## config.mk

```make
export PLATFORM = sky130hd
export DESIGN_NAME = cksum_sched
export DESIGN_NICKNAME = d
export VERILOG_FILES = /design/src/rtl/cksum_sched.sv
export SDC_FILE = /design/constraint.sdc
export NUM_CORES = 1
export LEC_CHECK = 0
export CELL_PAD_IN_SITES_DETAIL_PLACEMENT = 0
export CELL_PAD_IN_SITES_GLOBAL_PLACEMENT = 1
export CORE_AREA = 2 2 264 266
export CTS_CLUSTER_SIZE = 30
export DETAILED_ROUTE_END_ITERATION = 7
export DIE_AREA = 0 0 266 268
export DONT_BUFFER_PORTS = 1
export PLACE_DENSITY = 0.59
export SETUP_SLACK_MARGIN = 0.2
export SLEW_MARGIN = 20
export SYNTH_ARGS = -nofsm -noshare
export SYNTH_HDL_FRONTEND = slang
export SYNTH_SLANG_ARGS = --single-unit
```

## constraint.sdc

```tcl
create_clock -name clk -period 22.8 [get_ports clk]
set_input_delay 4.56 -clock clk [delete_from_list [all_inputs] [get_ports clk]]
set_output_delay 4.56 -clock clk [all_outputs]
set_load 0.005 [all_outputs]
```

## src/rtl/cksum_sched.sv

```systemverilog
// cksum_sched: descriptor FIFO plus issue FSM in front of the single cksum engine.
// One job in flight at a time; start drops for one cycle between jobs so the engine returns to FREE.
module cksum_sched #(
    parameter int DEPTH = 4,
    parameter int TAG_W = 4
) (
    input  logic             clk,
    input  logic             rst,
    input  logic             req_valid_i,
    output logic             req_ready_o,
    input  logic [31:0]      req_field_start_i,
    input  logic [31:0]      req_field_len_i,
    input  logic [31:0]      req_dst_start_i,
    input  logic [TAG_W-1:0] req_tag_i,
    input  logic             flush_i,
    output logic             cks_start_o,
    output logic [31:0]      cks_field_start_o,
    output logic [31:0]      cks_field_len_o,
    output logic [31:0]      cks_dst_start_o,
    input  logic             cks_ready_i,
    output logic             done_o,
    output logic [TAG_W-1:0] done_tag_o,
    output logic             idle_o,
    output logic [15:0]      jobs_done_o
);
    localparam int PTR_W = $clog2(DEPTH);
    localparam logic [PTR_W-1:0] PTR_ONE  = PTR_W'(1);
    localparam logic [PTR_W:0]   CNT_ONE  = (PTR_W + 1)'(1);
    localparam logic [PTR_W:0]   CNT_ZERO = (PTR_W + 1)'(0);
    localparam logic [PTR_W:0]   CNT_FULL = (PTR_W + 1)'(DEPTH);

    typedef enum logic [1:0] {
        S_IDLE    = 2'd0,
        S_ISSUE   = 2'd1,
        S_WAIT    = 2'd2,
        S_RELEASE = 2'd3
    } state_t;

    logic [31:0]      fifo_fs_q  [DEPTH];
    logic [31:0]      fifo_len_q [DEPTH];
    logic [31:0]      fifo_dst_q [DEPTH];
    logic [TAG_W-1:0] fifo_tag_q [DEPTH];
    logic [PTR_W-1:0] wr_ptr_q;
    logic [PTR_W-1:0] rd_ptr_q;
    logic [PTR_W:0]   count_q;
    logic [PTR_W:0]   count_d;

    state_t           state_q;
    state_t           state_d;
    logic             start_q;
    logic             start_d;
    logic [31:0]      fs_q;
    logic [31:0]      fs_d;
    logic [31:0]      len_q;
    logic [31:0]      len_d;
    logic [31:0]      dst_q;
    logic [31:0]      dst_d;
    logic [TAG_W-1:0] tag_q;
    logic [TAG_W-1:0] tag_d;
    logic             done_q;
    logic             done_d;
    logic [TAG_W-1:0] done_tag_q;
    logic [TAG_W-1:0] done_tag_d;
    logic             idle_q;
    logic             idle_d;
    logic [15:0]      jobs_done_q;
    logic [15:0]      jobs_done_d;

    logic             push_s;
    logic             pop_s;
    logic             head_avail_s;

    // No bypass: readiness depends only on the registered occupancy, so a pop never frees a slot early.
    assign req_ready_o  = ~rst & (count_q != CNT_FULL) & ~flush_i;
    assign push_s       = req_valid_i & req_ready_o;
    assign head_avail_s = (count_q != CNT_ZERO) & ~flush_i;

    // Descriptor storage and pointers; flush drops everything queued but not yet popped.
    always_ff @(posedge clk or posedge rst) begin
        if (rst) begin
            for (int i = 0; i < DEPTH; i++) begin
                fifo_fs_q[i]  <= 32'd0;
                fifo_len_q[i] <= 32'd0;
                fifo_dst_q[i] <= 32'd0;
                fifo_tag_q[i] <= {TAG_W{1'b0}};
            end
            wr_ptr_q <= {PTR_W{1'b0}};
            rd_ptr_q <= {PTR_W{1'b0}};
            count_q  <= CNT_ZERO;
        end else begin
            if (push_s) begin
                fifo_fs_q[wr_ptr_q]  <= req_field_start_i;
                fifo_len_q[wr_ptr_q] <= req_field_len_i;
                fifo_dst_q[wr_ptr_q] <= req_dst_start_i;
                fifo_tag_q[wr_ptr_q] <= req_tag_i;
                wr_ptr_q             <= wr_ptr_q + PTR_ONE;
            end
            if (flush_i) begin
                rd_ptr_q <= wr_ptr_q;
            end else if (pop_s) begin
                rd_ptr_q <= rd_ptr_q + PTR_ONE;
            end
            count_q <= count_d;
        end
    end

    // Occupancy next-state.
    always_comb begin
        count_d = count_q;
        if (flush_i) begin
            count_d = CNT_ZERO;
        end else if (push_s && !pop_s) begin
            count_d = count_q + CNT_ONE;
        end else if (!push_s && pop_s) begin
            count_d = count_q - CNT_ONE;
        end else begin
            count_d = count_q;
        end
    end

    // Issue FSM: ISSUE masks the previous job's ready, which the engine only clears on that edge.
    always_comb begin
        state_d     = state_q;
        start_d     = start_q;
        fs_d        = fs_q;
        len_d       = len_q;
        dst_d       = dst_q;
        tag_d       = tag_q;
        done_d      = 1'b0;
        done_tag_d  = done_tag_q;
        jobs_done_d = jobs_done_q;
        pop_s       = 1'b0;
        case (state_q)
            S_IDLE: begin
                if (head_avail_s) begin
                    pop_s   = 1'b1;
                    start_d = 1'b1;
                    state_d = S_ISSUE;
                end else begin
                    state_d = S_IDLE;
                end
            end
            S_ISSUE: begin
                state_d = S_WAIT;
            end
            S_WAIT: begin
                if (cks_ready_i) begin
                    start_d     = 1'b0;
                    done_d      = 1'b1;
                    done_tag_d  = tag_q;
                    jobs_done_d = jobs_done_q + 16'd1;
                    state_d     = S_RELEASE;
                end else begin
                    state_d = S_WAIT;
                end
            end
            S_RELEASE: begin
                if (head_avail_s) begin
                    pop_s   = 1'b1;
                    start_d = 1'b1;
                    state_d = S_ISSUE;
                end else begin
                    state_d = S_IDLE;
                end
            end
            default: begin
                start_d = 1'b0;
                state_d = S_IDLE;
            end
        endcase
        if (pop_s) begin
            fs_d  = fifo_fs_q[rd_ptr_q];
            len_d = fifo_len_q[rd_ptr_q];
            dst_d = fifo_dst_q[rd_ptr_q];
            tag_d = fifo_tag_q[rd_ptr_q];
        end else begin
            tag_d = tag_q;
        end
    end

    assign idle_d = (count_d == CNT_ZERO) && (state_d == S_IDLE);

    // FSM and output registers.
    always_ff @(posedge clk or posedge rst) begin
        if (rst) begin
            state_q     <= S_IDLE;
            start_q     <= 1'b0;
            fs_q        <= 32'd0;
            len_q       <= 32'd0;
            dst_q       <= 32'd0;
            tag_q       <= {TAG_W{1'b0}};
            done_q      <= 1'b0;
            done_tag_q  <= {TAG_W{1'b0}};
            idle_q      <= 1'b1;
            jobs_done_q <= 16'd0;
        end else begin
            state_q     <= state_d;
            start_q     <= start_d;
            fs_q        <= fs_d;
            len_q       <= len_d;
            dst_q       <= dst_d;
            tag_q       <= tag_d;
            done_q      <= done_d;
            done_tag_q  <= done_tag_d;
            idle_q      <= idle_d;
            jobs_done_q <= jobs_done_d;
        end
    end

    assign cks_start_o       = start_q;
    assign cks_field_start_o = fs_q;
    assign cks_field_len_o   = len_q;
    assign cks_dst_start_o   = dst_q;
    assign done_o            = done_q;
    assign done_tag_o        = done_tag_q;
    assign idle_o            = idle_q;
    assign jobs_done_o       = jobs_done_q;

endmodule

```

==> impl_summary.txt <==
----------------------------------------------------
[Setup path]
  Startpoint of the lowest-slack register-to-register path ... count_q[0]$_DFF_PP0_
  Critical path depth in cells ... 1
  Critical path's slowest cell ... a211oi_4
  R2R depth ... 7
  Setup CP Type ... primary input to primary output
  Endpoint arrival time on the critical path ... 4.86 ns
  Worst setup path startpoint ... flush_i
  Count of buffer and inverter cells on the critical path ... 0
  Capture point of the worst path ... req_ready_o
  Register-to-register path setup slack ... 19.63 ns
  Top delay family on crit path ... compound AO/OA/AOI/OAI gates
  Required time of the critical path ... 18.24 ns
  Reg-to-reg critical path endpoint ... fifo_dst_q[125]$_DFFE_PP0P_
  Max Fanout on Critical Path ... 9
  Cell breakdown of the critical path ... a211oi_4
  Critical Path Max Stage Delay ... 0.30 ns
  Worst Setup Start Kind ... primary input
  Worst Setup End Kind ... primary output

[Timing]
  Headroom to the max-slew limit ... 0.2715
  Worst Setup Slack, final ... 13.38 ns
  Max-slew violations ... 0
  Clk_skew ... 0.01187 ns
  Worst-Margin Slew ... 1.093 ns
  Post-route clock period utilization ... 0.4130
  Maximum operating frequency ... 0.1062 GHz
  Hold Violations, Final ... 0
  Min Clock Period, post-route ... 9.416 ns
  Setup violation total in the final timing report ... 0
  Unrepaired setup endpoints after global routing ... no
  Setup Total Neg Slack ... 0 ns

[Detailed routing]
  First drt pass iteration count ... 4
  Vias/cell ... 4.952
  WL per Instance ... 21.25 µm
  Overall routed net length ... 51970 µm
  Number of DRC violations after detailed-routing iteration 0 ... 592
  Remaining number of nets flagged by the antenna check after routing ... 0
  Total via count after detailed routing ... 12110
  DRC errors left ... 0

[CTS]
  TritonCTS clock tree ... done
  Maximum level of the CTS H-tree ... 2
  Worst-path clk slew ... 0.06 ns
  Post CTS Setup Buffer Count ... 0
  Skew-Pair Late Insertion Delay ... 0.61 ns
  Hold buffer count at cts ... 0
  Clock buffers created by TritonCTS ... 60
  Count of clock tree sinks ... 532
  Number of buffers on the longest clock path ... 3
  Post_cts resized ... 0
  Clock tree root driver cell ... clkbuf_16

[Logic synthesis]
  Mean instance size in the synthesized netlist ... 15.11 µm²
  Number of instances in the synthesized netlist ... 1524
  Post-synth EDFFs ... 0
  Leading register cell type out of synthesis ... dfrtp_1
  Warnings, synthesis ... 0
  Post-synth ARST share ... 1.000
  Post-synthesis cell area ... 0.02303 mm²
  Post-synthesis sequential area ratio ... 0.5781
  Number of distinct library cells after synthesis ... 44
  Number of register bits inferred by synthesis ... 532
  Number of nets produced by synthesis ... 1639

[Placed design]
  Routability congestion estimate ... 0.6732
  Setup slack after placement ... 13.38 ns
  Standard cell area after detailed placement ... 0.02362 mm²
  Count of input and output buffers ... 0
  Detailed Place HPWL ... 29490 µm

[Cells and area]
  Area of all placed cells without fillers ... 0.02562 mm²
  Number of inserted diodes ... 0
  Most common cell after layout, fill and taps aside ... dfrtp_1
  # nets final ... 1628
  Layout cell share with drive strength beyond 1 ... 0.3980
  Relative area change from synthesis to final layout ... 11.24%
  Number of filler cells placed in the layout ... 6442
  Highest-count cells in the layout ignoring fill and taps ... dfrtp_1, nand2_1, mux2_2
  Multi-input logic area ... 0.009027 mm²
  Register Area ... 0.01332 mm²

[Die]
  Die height ... 268 µm
  Die width ... 266 µm
  Floorplan core area ... 0.06823 mm²
  Row count ... 96
  Total Die Area ... 0.07129 mm²
  Initial core utilization ... 0.3376
  I/O pin count ... 225

[Power and ir drop]
  Total power divided by cell area ... 144.9 mW/mm²
  Proportion of power drawn by combinational gates ... 0.286
  Net switching power ... 1.082 mW
  Switching power share of the total ... 0.2913
  Sequential Power Share ... 0.452
  Clock group share of total power ... 0.262
  Leak pwr ... 11.90 nW
  P_int ... 2.632 mW
  Peak ir drop on the vdd network ... 0.08748 mV

[Run]
  Number of max-capacitance violations reported ... 0

[GRT]
  Antenna violations before repair ... 1
  Pin count of the biggest net entering global routing ... 126
  All-Layer GR Usage ... 0.1472
  Vias in the first global route ... 13160
  Global-route wire length before repair ... 81250 µm
  Overflow left after global routing ... 0

[Status]
  Run status ... completed

[Min path]
  Worst min path class ... register to register

----------------------------------------------------
## per-stage QoR
step	std cells	utilization	hold WS, ns	total power, mW
after global routing	2445	0.3755	0.4999	3.956
after global placement	2333	0.3462	0.4686	2.731
final	2445	0.3755	0.4897	3.713
after CTS	2445	0.3755	0.4934	3.782
after floorplan	1524	-	0.4401	2.520
after detailed placement	2333	0.3462	0.4802	2.782
## state kept, by name (all words and copies together) (netlist names)
signal             count
rd_ptr_q               2
cks_field_len_o       32
done_tag_o             4
done_o                 1
cks_start_o            1
fifo_tag_q            16
state_q                2
tag_q                  4
cks_field_start_o     32
cks_dst_start_o       32
jobs_done_o           16
fifo_len_q           128
wr_ptr_q               2
fifo_dst_q           128
fifo_fs_q            128
count_q                3
idle_o                 1
## cell type report
| type | count | area share |
|---|---|---|
| flip-flops and latches | 532 | 0.5199 |
| clock inverters | 26 | 0.01089 |
| repair buffers | 16 | 0.004688 |
| clock buffers | 86 | 0.06715 |
| inverters | 11 | 0.001905 |
| well taps | 882 | 0.04307 |
| multi-input cells | 892 | 0.3523 |
## worst min path at each step
stage	slack (ns)	startpoint	endpoint	cells after the start
floorplan	0.44	tag_q[0]$_DFFE_PP0P_	tag_q[0]$_DFFE_PP0P_	2
global placement	0.47	fifo_fs_q[90]$_DFFE_PP0P_	fifo_fs_q[90]$_DFFE_PP0P_	1
detailed placement	0.48	fifo_fs_q[94]$_DFFE_PP0P_	fifo_fs_q[94]$_DFFE_PP0P_	1
CTS	0.49	fifo_fs_q[89]$_DFFE_PP0P_	fifo_fs_q[89]$_DFFE_PP0P_	1
global route	0.50	fifo_fs_q[94]$_DFFE_PP0P_	fifo_fs_q[94]$_DFFE_PP0P_	1
finish	0.49	fifo_fs_q[90]$_DFFE_PP0P_	fifo_fs_q[90]$_DFFE_PP0P_	1
## Yosys cell counts (all sizes together), types with 3 or more instances
| master | count | area share |
|---|---|---|
| dfrtp | 531 | 0.58 |
| mux2 | 405 | 0.21 |
| nand2 | 312 | 0.053 |
| mux4 | 100 | 0.098 |
| buf | 55 | 0.023 |
| clkbuf | 34 | 0.0055 |
| ha | 10 | 0.0054 |
| inv | 10 | 0.0016 |
| xnor2 | 10 | 0.0038 |
| nor2 | 8 | 0.0013 |
| xor2 | 6 | 0.0023 |
| nand3 | 5 | 0.0011 |
| nand4 | 5 | 0.0014 |
| a211oi | 4 | 0.0018 |
| a21oi | 4 | 0.00087 |
| nor3 | 3 | 0.00065 |
| o21ai | 3 | 0.00065 |
## power groups by stage
stage | combinational (mW) | clock [mW] | sequential, mW
floorplan | 0.953 | 0 | 1.57
global placement | 1.06 | 0 | 1.67
detailed placement | 1.09 | 0 | 1.70
CTS | 1.09 | 1.01 | 1.68
global route | 1.17 | 1.05 | 1.74
finish | 1.06 | 0.974 | 1.68
## per-layer routing
| layer | GRT usage | vias to the layer above | routed length [µm] |
|---|---|---|---|
| met3 | 0.04353 | 54 | 3211 |
| met5 | 0 | - | 0 |
| met4 | 0.03371 | 0 | 766 |
| met1 | 0.1892 | 6498 | 22660 |
| met2 | 0.2458 | 202 | 25320 |
| li1 | - | 5353 | - |
## logic make-up (layout without fill, tap and decap cells)
logic type	count (synthesis)	count (layout)	share of synthesized area
xor gates and xnor gates	17	17	0.007062
and+or+nand+nor	343	343	0.06079
buffers and inverters	100	139	0.03080
DFF	532	532	0.5781
adders and majority gates	10	10	0.005432
AOI/OAI and AO/OA	16	16	0.005324
muxes	506	506	0.3125
Power figures use the tool's default switching activity.
